## config.mk

```make
export PLATFORM = sky130hd
export DESIGN_NAME = vga_text_timing
export DESIGN_NICKNAME = d
export VERILOG_FILES = /design/src/rtl/vgachargen_pkg.sv /design/src/rtl/vga_sync_delay.sv /design/src/rtl/vga_text_timing.sv
export SDC_FILE = /design/constraint.sdc
export NUM_CORES = 1
export LEC_CHECK = 0
export CAP_MARGIN = 20
export CORE_MARGIN = 2
export CORE_UTILIZATION = 50
export DETAILED_ROUTE_END_ITERATION = 8
export PLACE_DENSITY = 0.71
export SYNTH_ARGS = -nofsm -noshare
export SYNTH_HDL_FRONTEND = slang
export SYNTH_HIERARCHICAL = 1
export SYNTH_SLANG_ARGS = --single-unit
export TNS_END_PERCENT = 1
```

## constraint.sdc

```tcl
create_clock -name clk_i -period 4.5 [get_ports clk_i]
set_clock_uncertainty 0.15 [all_clocks]
set_input_delay 1.125 -clock clk_i [delete_from_list [all_inputs] [get_ports clk_i]]
set_output_delay 1.125 -clock clk_i [all_outputs]
set_load 0.005 [all_outputs]
```

## src/rtl/vgachargen_pkg.sv

```systemverilog
// Shared constants for the VGA text-mode timing front end: default 640x480@60
// timing, the glyph cell geometry derived from it and the sync polarity codes.
package vgachargen_pkg;

  localparam int H_ACTIVE_DEF = 640;
  localparam int H_FP_DEF     = 16;
  localparam int H_SYNC_DEF   = 96;
  localparam int H_BP_DEF     = 48;

  localparam int V_ACTIVE_DEF = 480;
  localparam int V_FP_DEF     = 10;
  localparam int V_SYNC_DEF   = 2;
  localparam int V_BP_DEF     = 33;

  localparam int CHAR_W_DEF   = 8;
  localparam int CHAR_H_DEF   = 16;
  localparam int PIPE_LAT_DEF = 2;

  localparam int H_TOTAL_DEF  = H_ACTIVE_DEF + H_FP_DEF + H_SYNC_DEF + H_BP_DEF;
  localparam int V_TOTAL_DEF  = V_ACTIVE_DEF + V_FP_DEF + V_SYNC_DEF + V_BP_DEF;
  localparam int COLS_DEF     = H_ACTIVE_DEF / CHAR_W_DEF;
  localparam int ROWS_DEF     = V_ACTIVE_DEF / CHAR_H_DEF;

  // Asserted level of a sync pulse.
  localparam logic SYNC_ACTIVE_LOW  = 1'b0;
  localparam logic SYNC_ACTIVE_HIGH = 1'b1;

  // Cell sizes must be powers of two so that column and glyph offsets are bit slices.
  function automatic bit is_pow2(input int x);
    return (x > 0) && ((x & (x - 1)) == 0);
  endfunction

endpackage

```

## src/rtl/vga_sync_delay.sv

```systemverilog
// Enable-gated delay line for the video flags. Each bit resets to its own
// value so sync lines come out of reset at their deasserted level.
module vga_sync_delay #(
  parameter int               DEPTH   = 2,
  parameter int               WIDTH   = 3,
  parameter logic [WIDTH-1:0] RST_VAL = '0
) (
  input  logic             clk,
  input  logic             rst,
  input  logic             en,
  input  logic [WIDTH-1:0] din,
  output logic [WIDTH-1:0] dout
);

  if (DEPTH == 0) begin : g_pass
    logic unused_ctrl;
    assign unused_ctrl = ^{clk, rst, en};
    assign dout = din;
  end else begin : g_pipe
    logic [WIDTH-1:0] stage [DEPTH];

    // Shift one position per pixel strobe; hold otherwise.
    always_ff @(posedge clk or posedge rst) begin
      if (rst) begin
        for (int i = 0; i < DEPTH; i++) stage[i] <= RST_VAL;
      end else if (en) begin
        stage[0] <= din;
        for (int i = 1; i < DEPTH; i++) stage[i] <= stage[i-1];
      end
    end

    assign dout = stage[DEPTH-1];
  end

endmodule

```

## src/rtl/vga_text_timing.sv

```systemverilog
// VGA text-mode timing generator: raster counters, character buffer address
// and glyph coordinates (registered, no strobe delay), plus active/sync flags
// delayed by PIPE_LAT strobes to line up with the character RAM + glyph ROM.
module vga_text_timing
  import vgachargen_pkg::*;
#(
  parameter int   H_ACTIVE  = H_ACTIVE_DEF,
  parameter int   H_FP      = H_FP_DEF,
  parameter int   H_SYNC    = H_SYNC_DEF,
  parameter int   H_BP      = H_BP_DEF,
  parameter int   V_ACTIVE  = V_ACTIVE_DEF,
  parameter int   V_FP      = V_FP_DEF,
  parameter int   V_SYNC    = V_SYNC_DEF,
  parameter int   V_BP      = V_BP_DEF,
  parameter logic HSYNC_POL = SYNC_ACTIVE_LOW,
  parameter logic VSYNC_POL = SYNC_ACTIVE_LOW,
  parameter int   CHAR_W    = CHAR_W_DEF,
  parameter int   CHAR_H    = CHAR_H_DEF,
  parameter int   PIPE_LAT  = PIPE_LAT_DEF,
  localparam int  COLS      = H_ACTIVE / CHAR_W,
  localparam int  ROWS      = V_ACTIVE / CHAR_H,
  localparam int  ADDR_W    = $clog2(COLS * ROWS),
  localparam int  CX_W      = $clog2(CHAR_W),
  localparam int  CY_W      = $clog2(CHAR_H)
) (
  input  logic              clk_i,
  input  logic              rst_i,
  input  logic              pix_en_i,
  output logic [ADDR_W-1:0] cell_addr_o,
  output logic [CX_W-1:0]   glyph_x_o,
  output logic [CY_W-1:0]   glyph_y_o,
  output logic              active_o,
  output logic              hsync_o,
  output logic              vsync_o,
  output logic              frame_start_o
);

  localparam int H_TOTAL = H_ACTIVE + H_FP + H_SYNC + H_BP;
  localparam int V_TOTAL = V_ACTIVE + V_FP + V_SYNC + V_BP;
  localparam int HW      = $clog2(H_TOTAL + 1);
  localparam int VW      = $clog2(V_TOTAL + 1);

  localparam logic [HW-1:0]     H_LAST     = HW'(H_TOTAL - 1);
  localparam logic [HW-1:0]     H_VIS      = HW'(H_ACTIVE);
  localparam logic [HW-1:0]     H_SYNC_ON  = HW'(H_ACTIVE + H_FP);
  localparam logic [HW-1:0]     H_SYNC_OFF = HW'(H_ACTIVE + H_FP + H_SYNC);
  localparam logic [VW-1:0]     V_LAST     = VW'(V_TOTAL - 1);
  localparam logic [VW-1:0]     V_VIS      = VW'(V_ACTIVE);
  localparam logic [VW-1:0]     V_SYNC_ON  = VW'(V_ACTIVE + V_FP);
  localparam logic [VW-1:0]     V_SYNC_OFF = VW'(V_ACTIVE + V_FP + V_SYNC);
  localparam logic [ADDR_W-1:0] COLS_STEP  = ADDR_W'(COLS);

  if (!is_pow2(CHAR_W) || CHAR_W < 2 || (H_ACTIVE % CHAR_W) != 0) begin : g_bad_char_w
    $error("vga_text_timing: CHAR_W must be a power of two (>= 2) dividing H_ACTIVE");
  end
  if (!is_pow2(CHAR_H) || CHAR_H < 2 || (V_ACTIVE % CHAR_H) != 0) begin : g_bad_char_h
    $error("vga_text_timing: CHAR_H must be a power of two (>= 2) dividing V_ACTIVE");
  end
  if (PIPE_LAT < 0 || PIPE_LAT > 7) begin : g_bad_pipe_lat
    $error("vga_text_timing: PIPE_LAT must be in 0..7");
  end

  logic [HW-1:0]     h_cnt;
  logic [VW-1:0]     v_cnt;
  logic [VW-1:0]     v_next;
  logic [ADDR_W-1:0] row_base;
  logic [ADDR_W-1:0] col;
  logic              h_last, v_last, visible, row_cross, h_in_sync, v_in_sync;
  logic              act_r, hs_r, vs_r;
  logic [2:0]        flags_q;

  assign h_last    = (h_cnt == H_LAST);
  assign v_last    = (v_cnt == V_LAST);
  assign v_next    = v_last ? '0 : v_cnt + VW'(1);
  // The next line starts a new character row inside the visible area.
  assign row_cross = (v_next[CY_W-1:0] == '0) && (v_next < V_VIS);
  assign visible   = (h_cnt < H_VIS) && (v_cnt < V_VIS);
  assign h_in_sync = (h_cnt >= H_SYNC_ON) && (h_cnt < H_SYNC_OFF);
  assign v_in_sync = (v_cnt >= V_SYNC_ON) && (v_cnt < V_SYNC_OFF);
  assign col       = ADDR_W'(h_cnt >> CX_W);

  // Raster counters and row base; row base stays on the last row through blanking.
  always_ff @(posedge clk_i or posedge rst_i) begin
    if (rst_i) begin
      h_cnt    <= '0;
      v_cnt    <= '0;
      row_base <= '0;
    end else if (pix_en_i) begin
      h_cnt <= h_last ? '0 : h_cnt + HW'(1);
      if (h_last) begin
        v_cnt <= v_next;
        if (v_last)         row_base <= '0;
        else if (row_cross) row_base <= row_base + COLS_STEP;
      end
    end
  end

  // Register address, glyph offsets and raw video flags for the current counter state.
  always_ff @(posedge clk_i or posedge rst_i) begin
    if (rst_i) begin
      cell_addr_o <= '0;
      glyph_x_o   <= '0;
      glyph_y_o   <= '0;
      act_r       <= 1'b0;
      hs_r        <= ~HSYNC_POL;
      vs_r        <= ~VSYNC_POL;
    end else if (pix_en_i) begin
      act_r <= visible;
      hs_r  <= h_in_sync ? HSYNC_POL : ~HSYNC_POL;
      vs_r  <= v_in_sync ? VSYNC_POL : ~VSYNC_POL;
      if (visible) begin
        cell_addr_o <= row_base + col;
        glyph_x_o   <= h_cnt[CX_W-1:0];
        glyph_y_o   <= v_cnt[CY_W-1:0];
      end else begin
        cell_addr_o <= '0;
        glyph_x_o   <= '0;
        glyph_y_o   <= '0;
      end
    end
  end

  // One-clock pulse when pixel (0,0) is strobed.
  always_ff @(posedge clk_i or posedge rst_i) begin
    if (rst_i) frame_start_o <= 1'b0;
    else       frame_start_o <= pix_en_i && (h_cnt == '0) && (v_cnt == '0);
  end

  vga_sync_delay #(
    .DEPTH   (PIPE_LAT),
    .WIDTH   (3),
    .RST_VAL ({1'b0, ~HSYNC_POL, ~VSYNC_POL})
  ) u_sync_delay (
    .clk  (clk_i),
    .rst  (rst_i),
    .en   (pix_en_i),
    .din  ({act_r, hs_r, vs_r}),
    .dout (flags_q)
  );

  assign {active_o, hsync_o, vsync_o} = flags_q;

endmodule

```

==> out/results.txt <==
The H-tree was split into 3 levels. The most common cell after layout, fill and taps aside is sky130_fd_sc_hd__dfrtp_1. Leaving out fill and tap cells, the most frequent cells in the layout are sky130_fd_sc_hd__dfrtp_1 (51), sky130_fd_sc_hd__o21ai_0 (34), sky130_fd_sc_hd__inv_1 (32). Setup violations remaining at the end of the flow were counted as 0. In this run the tool buffered the top-level ports with 25 buffer cells. The post-route core utilization is 0.6118. The kind of cell with the highest combined delay along the critical path is simple AND/OR/NAND/NOR gates. Summed over all failing endpoints, the final setup total negative slack is 0 ns. The analysis attributes to cell leakage a power of 1.466 nW.

In this run the critical register-to-register path is launched from v_cnt[3]$_DFFE_PP0P_. Sequential share of the synthesized area: 0.4862. Cell seen most often among critical-path stages: sky130_fd_sc_hd__or4_1. The highest ir drop seen on vdd is 0.0002188 V, and the total die area is 6529 sq um. Async set or reset register ratio after synthesis: 1.000. 0 antenna diodes ended up in the layout. The worst hold path was traced through 2 stages. For the worst-skew pair, the clock arrives at the later sink with an insertion delay of 0.33 ns.

Type of element capturing the critical path: a register. Data on the critical path is required at its endpoint by 4.62 ns. The warning count from the yosys run is 6, and the vertical extent of the die is 80.80 um. For the floorplan core area, the log shows 5608 sq um. After clock tree synthesis, the repair step resized 0 gates. The run gives 0.5259 as the initial core utilization. Worst min-delay path startpoint: vs_r$_DFFE_PP1P_. Across all register-to-register paths, the minimum setup slack is 1.75 ns. Clock tree root driver cell: sky130_fd_sc_hd__clkbuf_8. The number of cells on the worst reg-to-reg path is 6. The most used flip-flop cell after synthesis is sky130_fd_sc_hd__dfrtp_1.

The run finished with clean final reports. The layout has 469 filler cells. Width of the chip: 80.80 um.

Counting every instance in the synthesized netlist gives 300. Setup repair after global routing left no endpoint under its margin. In this run the power density over the cells is 393.5 nW/um^2. No sink is reached through more buffers than the 2 on the longest clock path. The number of buffers inserted for hold repair after clock tree synthesis is 0, and the number of post-CTS setup repair buffers is 0. The global router's overall resource usage came out at 0.1985. At the pin with the least slew margin, the transition time is 0.6271 ns. The number of DRC markers in iteration 0 is 166, and the total number of placement rows is 27.

The clock sink total came out at 57. The kind of critical path is in2reg. The signal on the critical path passes through clkdlybuf4s50_1, nand4_1, or2b_2, or4_1, or4_1, nand2_1. The synthesized area per cell is 9.830 sq um. TritonCTS built the clock tree. Across the run, the number of max-cap violations was 0. The first TritonRoute pass finished after 4 iterations. The first global-routing pass estimated 9894 um of wire. The clock-pin transition on the worst setup and hold timing paths came out at 0.07 ns. STA classifies the critical path startpoint as an input port.

The min-delay analysis places its worst path in the category reg2reg. The final weighted congestion in routability-driven placement was 0.7881. The logs give 3.52 ns for the arrival time at the worst endpoint and 311 for the synthesized net count. For the final cell count without fillers, the log shows 398. The final hold violation count is 0, and the fraction of layout instances using a drive strength above 1 is 0.1258. The pin count of the biggest net entering global routing was 52; the top fanout value on the critical path was 10. The tools report the initial antenna violation count as 0. The number of CTS-inserted buffers was 9; the net count of the finished layout was 332. The routed layout has 2188 vias. The via density per instance came out at 5.497. The max-slew violation count was 0; the remaining max-slew budget at the tightest pin was 0.5797. The total length of routed wires is 5792 um, and the routed length per instance is 14.55 um. The buffers plus inverters on the worst setup path works out to 1. The area growth from synthesis to layout works out to 16.33%. The number of top-level pins came out at 26.

The tools report the via count of the first global-routing pass as 2072. The design draws 1.350 mW. The HPWL reported at the end of detailed placement is 3947 um, and the number of enable flip-flop cells after synthesis is 0. The cell area that synthesis handed to floorplanning was 2949 sq um.

Derived from the worst setup path, the maximum achievable clock frequency is 0.2942 GHz. The synthesized flop and latch total was 57; the remaining routing DRC violations was 0. For this run, the slowest stage of the critical path takes 0.64 ns. The end point of the most critical hold path is vs_r$_DFFE_PP1P_.

The routed design could run at a clock period as short as 3.399 ns. The number of routed nets with antenna violations was 0. On the critical path, the stage with the largest delay is an instance of sky130_fd_sc_hd__or4_1. In this run the critical register-to-register path is captured at row_base[11]$_DFFE_PP0P_. The number of unique standard cell types used by synthesis is 44.

For the number of placed instances with taps included, the log shows 381. The part of the cycle the worst path needs was 0.7554. The remaining global-route overflow was 0.
==> worst min-delay path, delay by kind of cell, from the launching register on <==
kind | cells | cell delay [ns]
DFF | 1 | 0.37
and+or+nand+nor | 1 | 0.08
AOI/OAI and AO/OA | 1 | 0.04
==> worst max-delay path by stage <==
stage                        start  slack (ns)                  endpoint  cells after the start
after global routing      pix_en_i        0.96  row_base[11]$_DFFE_PP0P_                      6
after global placement    pix_en_i        0.78  row_base[11]$_DFFE_PP0P_                      6
after detailed placement  pix_en_i        0.78  row_base[11]$_DFFE_PP0P_                      6
after floorplan           pix_en_i        1.49  row_base[11]$_DFFE_PP0P_                      6
final                     pix_en_i        1.10  row_base[11]$_DFFE_PP0P_                      6
after CTS                 pix_en_i        1.12  row_base[11]$_DFFE_PP0P_                      6
==> area by class of cell <==
cell class / count / area [sq um] / share of cell area
Inverter: 33 / 123.9 / 0.03611
Tap cell: 72 / 90.09 / 0.02626
Sequential cell: 57 / 1434 / 0.4179
Clock inverter: 2 / 60.06 / 0.01751
Timing Repair Buffer: 29 / 292.8 / 0.08534
Multi-Input combinational cell: 191 / 1267 / 0.3694
Clock buffer: 14 / 162.7 / 0.04741
==> sequential cells by signal, summed over array words and instances, names as in the netlist <==
signal / flops
frame_start_o: 1
v_cnt: 10
glyph_y_o: 4
h_cnt: 10
u_sync_delay/g_pipe.stage: 3
u_sync_delay/dout: 3
row_base: 8
cell_addr_o: 12
act_r: 1
glyph_x_o: 3
hs_r: 1
vs_r: 1
==> layer usage <==
metal	track usage	part of all wire	wire length (um)
met5	0	0	0
met4	0.07627	0.017	96
met3	0.04667	0.034	196
met2	0.3017	0.47	2700
met1	0.2764	0.48	2798
==> cells by family (layout without fill, tap and decap cells) <==
family,count (synthesis),count (layout),share of synthesized area
AOI/OAI and AO/OA,68,68,0.1349
and+or+nand+nor,90,90,0.1718
buffers and inverters,52,78,0.08613
muxes,6,6,0.03055
xor gates and xnor gates,19,19,0.05643
adders and majority gates,8,8,0.03394
DFF,57,57,0.4862
==> stage by stage <==
step	hold slack, ns	cell area, sq um	worst slack, ns
detailed placement	0.3321	3188	0.7796
global route	0.3560	3431	0.9601
floorplan	0.3169	2949	1.489
CTS	0.3442	3411	1.125
global placement	0.3329	3188	0.7807
finish	0.3455	3431	1.101
==> power by group <==
part / internal (mW) / total (mW) / switching [mW]
registers: 0.569 / 0.626 / 0.0577
clock network: 0.343 / 0.540 / 0.197
logic: 0.0987 / 0.184 / 0.0851
total: 1.01 / 1.35 / 0.340
==> synthesized netlist by cell type (4+ instances only) <==
master,count,area [sq um]
sky130_fd_sc_hd__clkbuf_1,9,33.78
sky130_fd_sc_hd__xor2_1,7,61.31
sky130_fd_sc_hd__nor2_1,11,41.29
sky130_fd_sc_hd__nor4_1,6,37.54
sky130_fd_sc_hd__dfrtp_1,51,1276
sky130_fd_sc_hd__mux2_4,6,90.09
sky130_fd_sc_hd__xnor2_1,12,105.1
sky130_fd_sc_hd__o21ai_0,34,170.2
sky130_fd_sc_hd__dfstp_2,6,157.7
sky130_fd_sc_hd__nor3_1,6,30.03
sky130_fd_sc_hd__o22ai_1,13,81.33
sky130_fd_sc_hd__nand4_1,11,68.82
sky130_fd_sc_hd__ha_1,8,100.1
sky130_fd_sc_hd__nand2_1,27,101.4
sky130_fd_sc_hd__a21oi_1,9,45.04
sky130_fd_sc_hd__nand2b_1,4,25.02
sky130_fd_sc_hd__nand3_1,5,25.02
sky130_fd_sc_hd__inv_1,33,123.9
(Power assumes the default switching activity.)
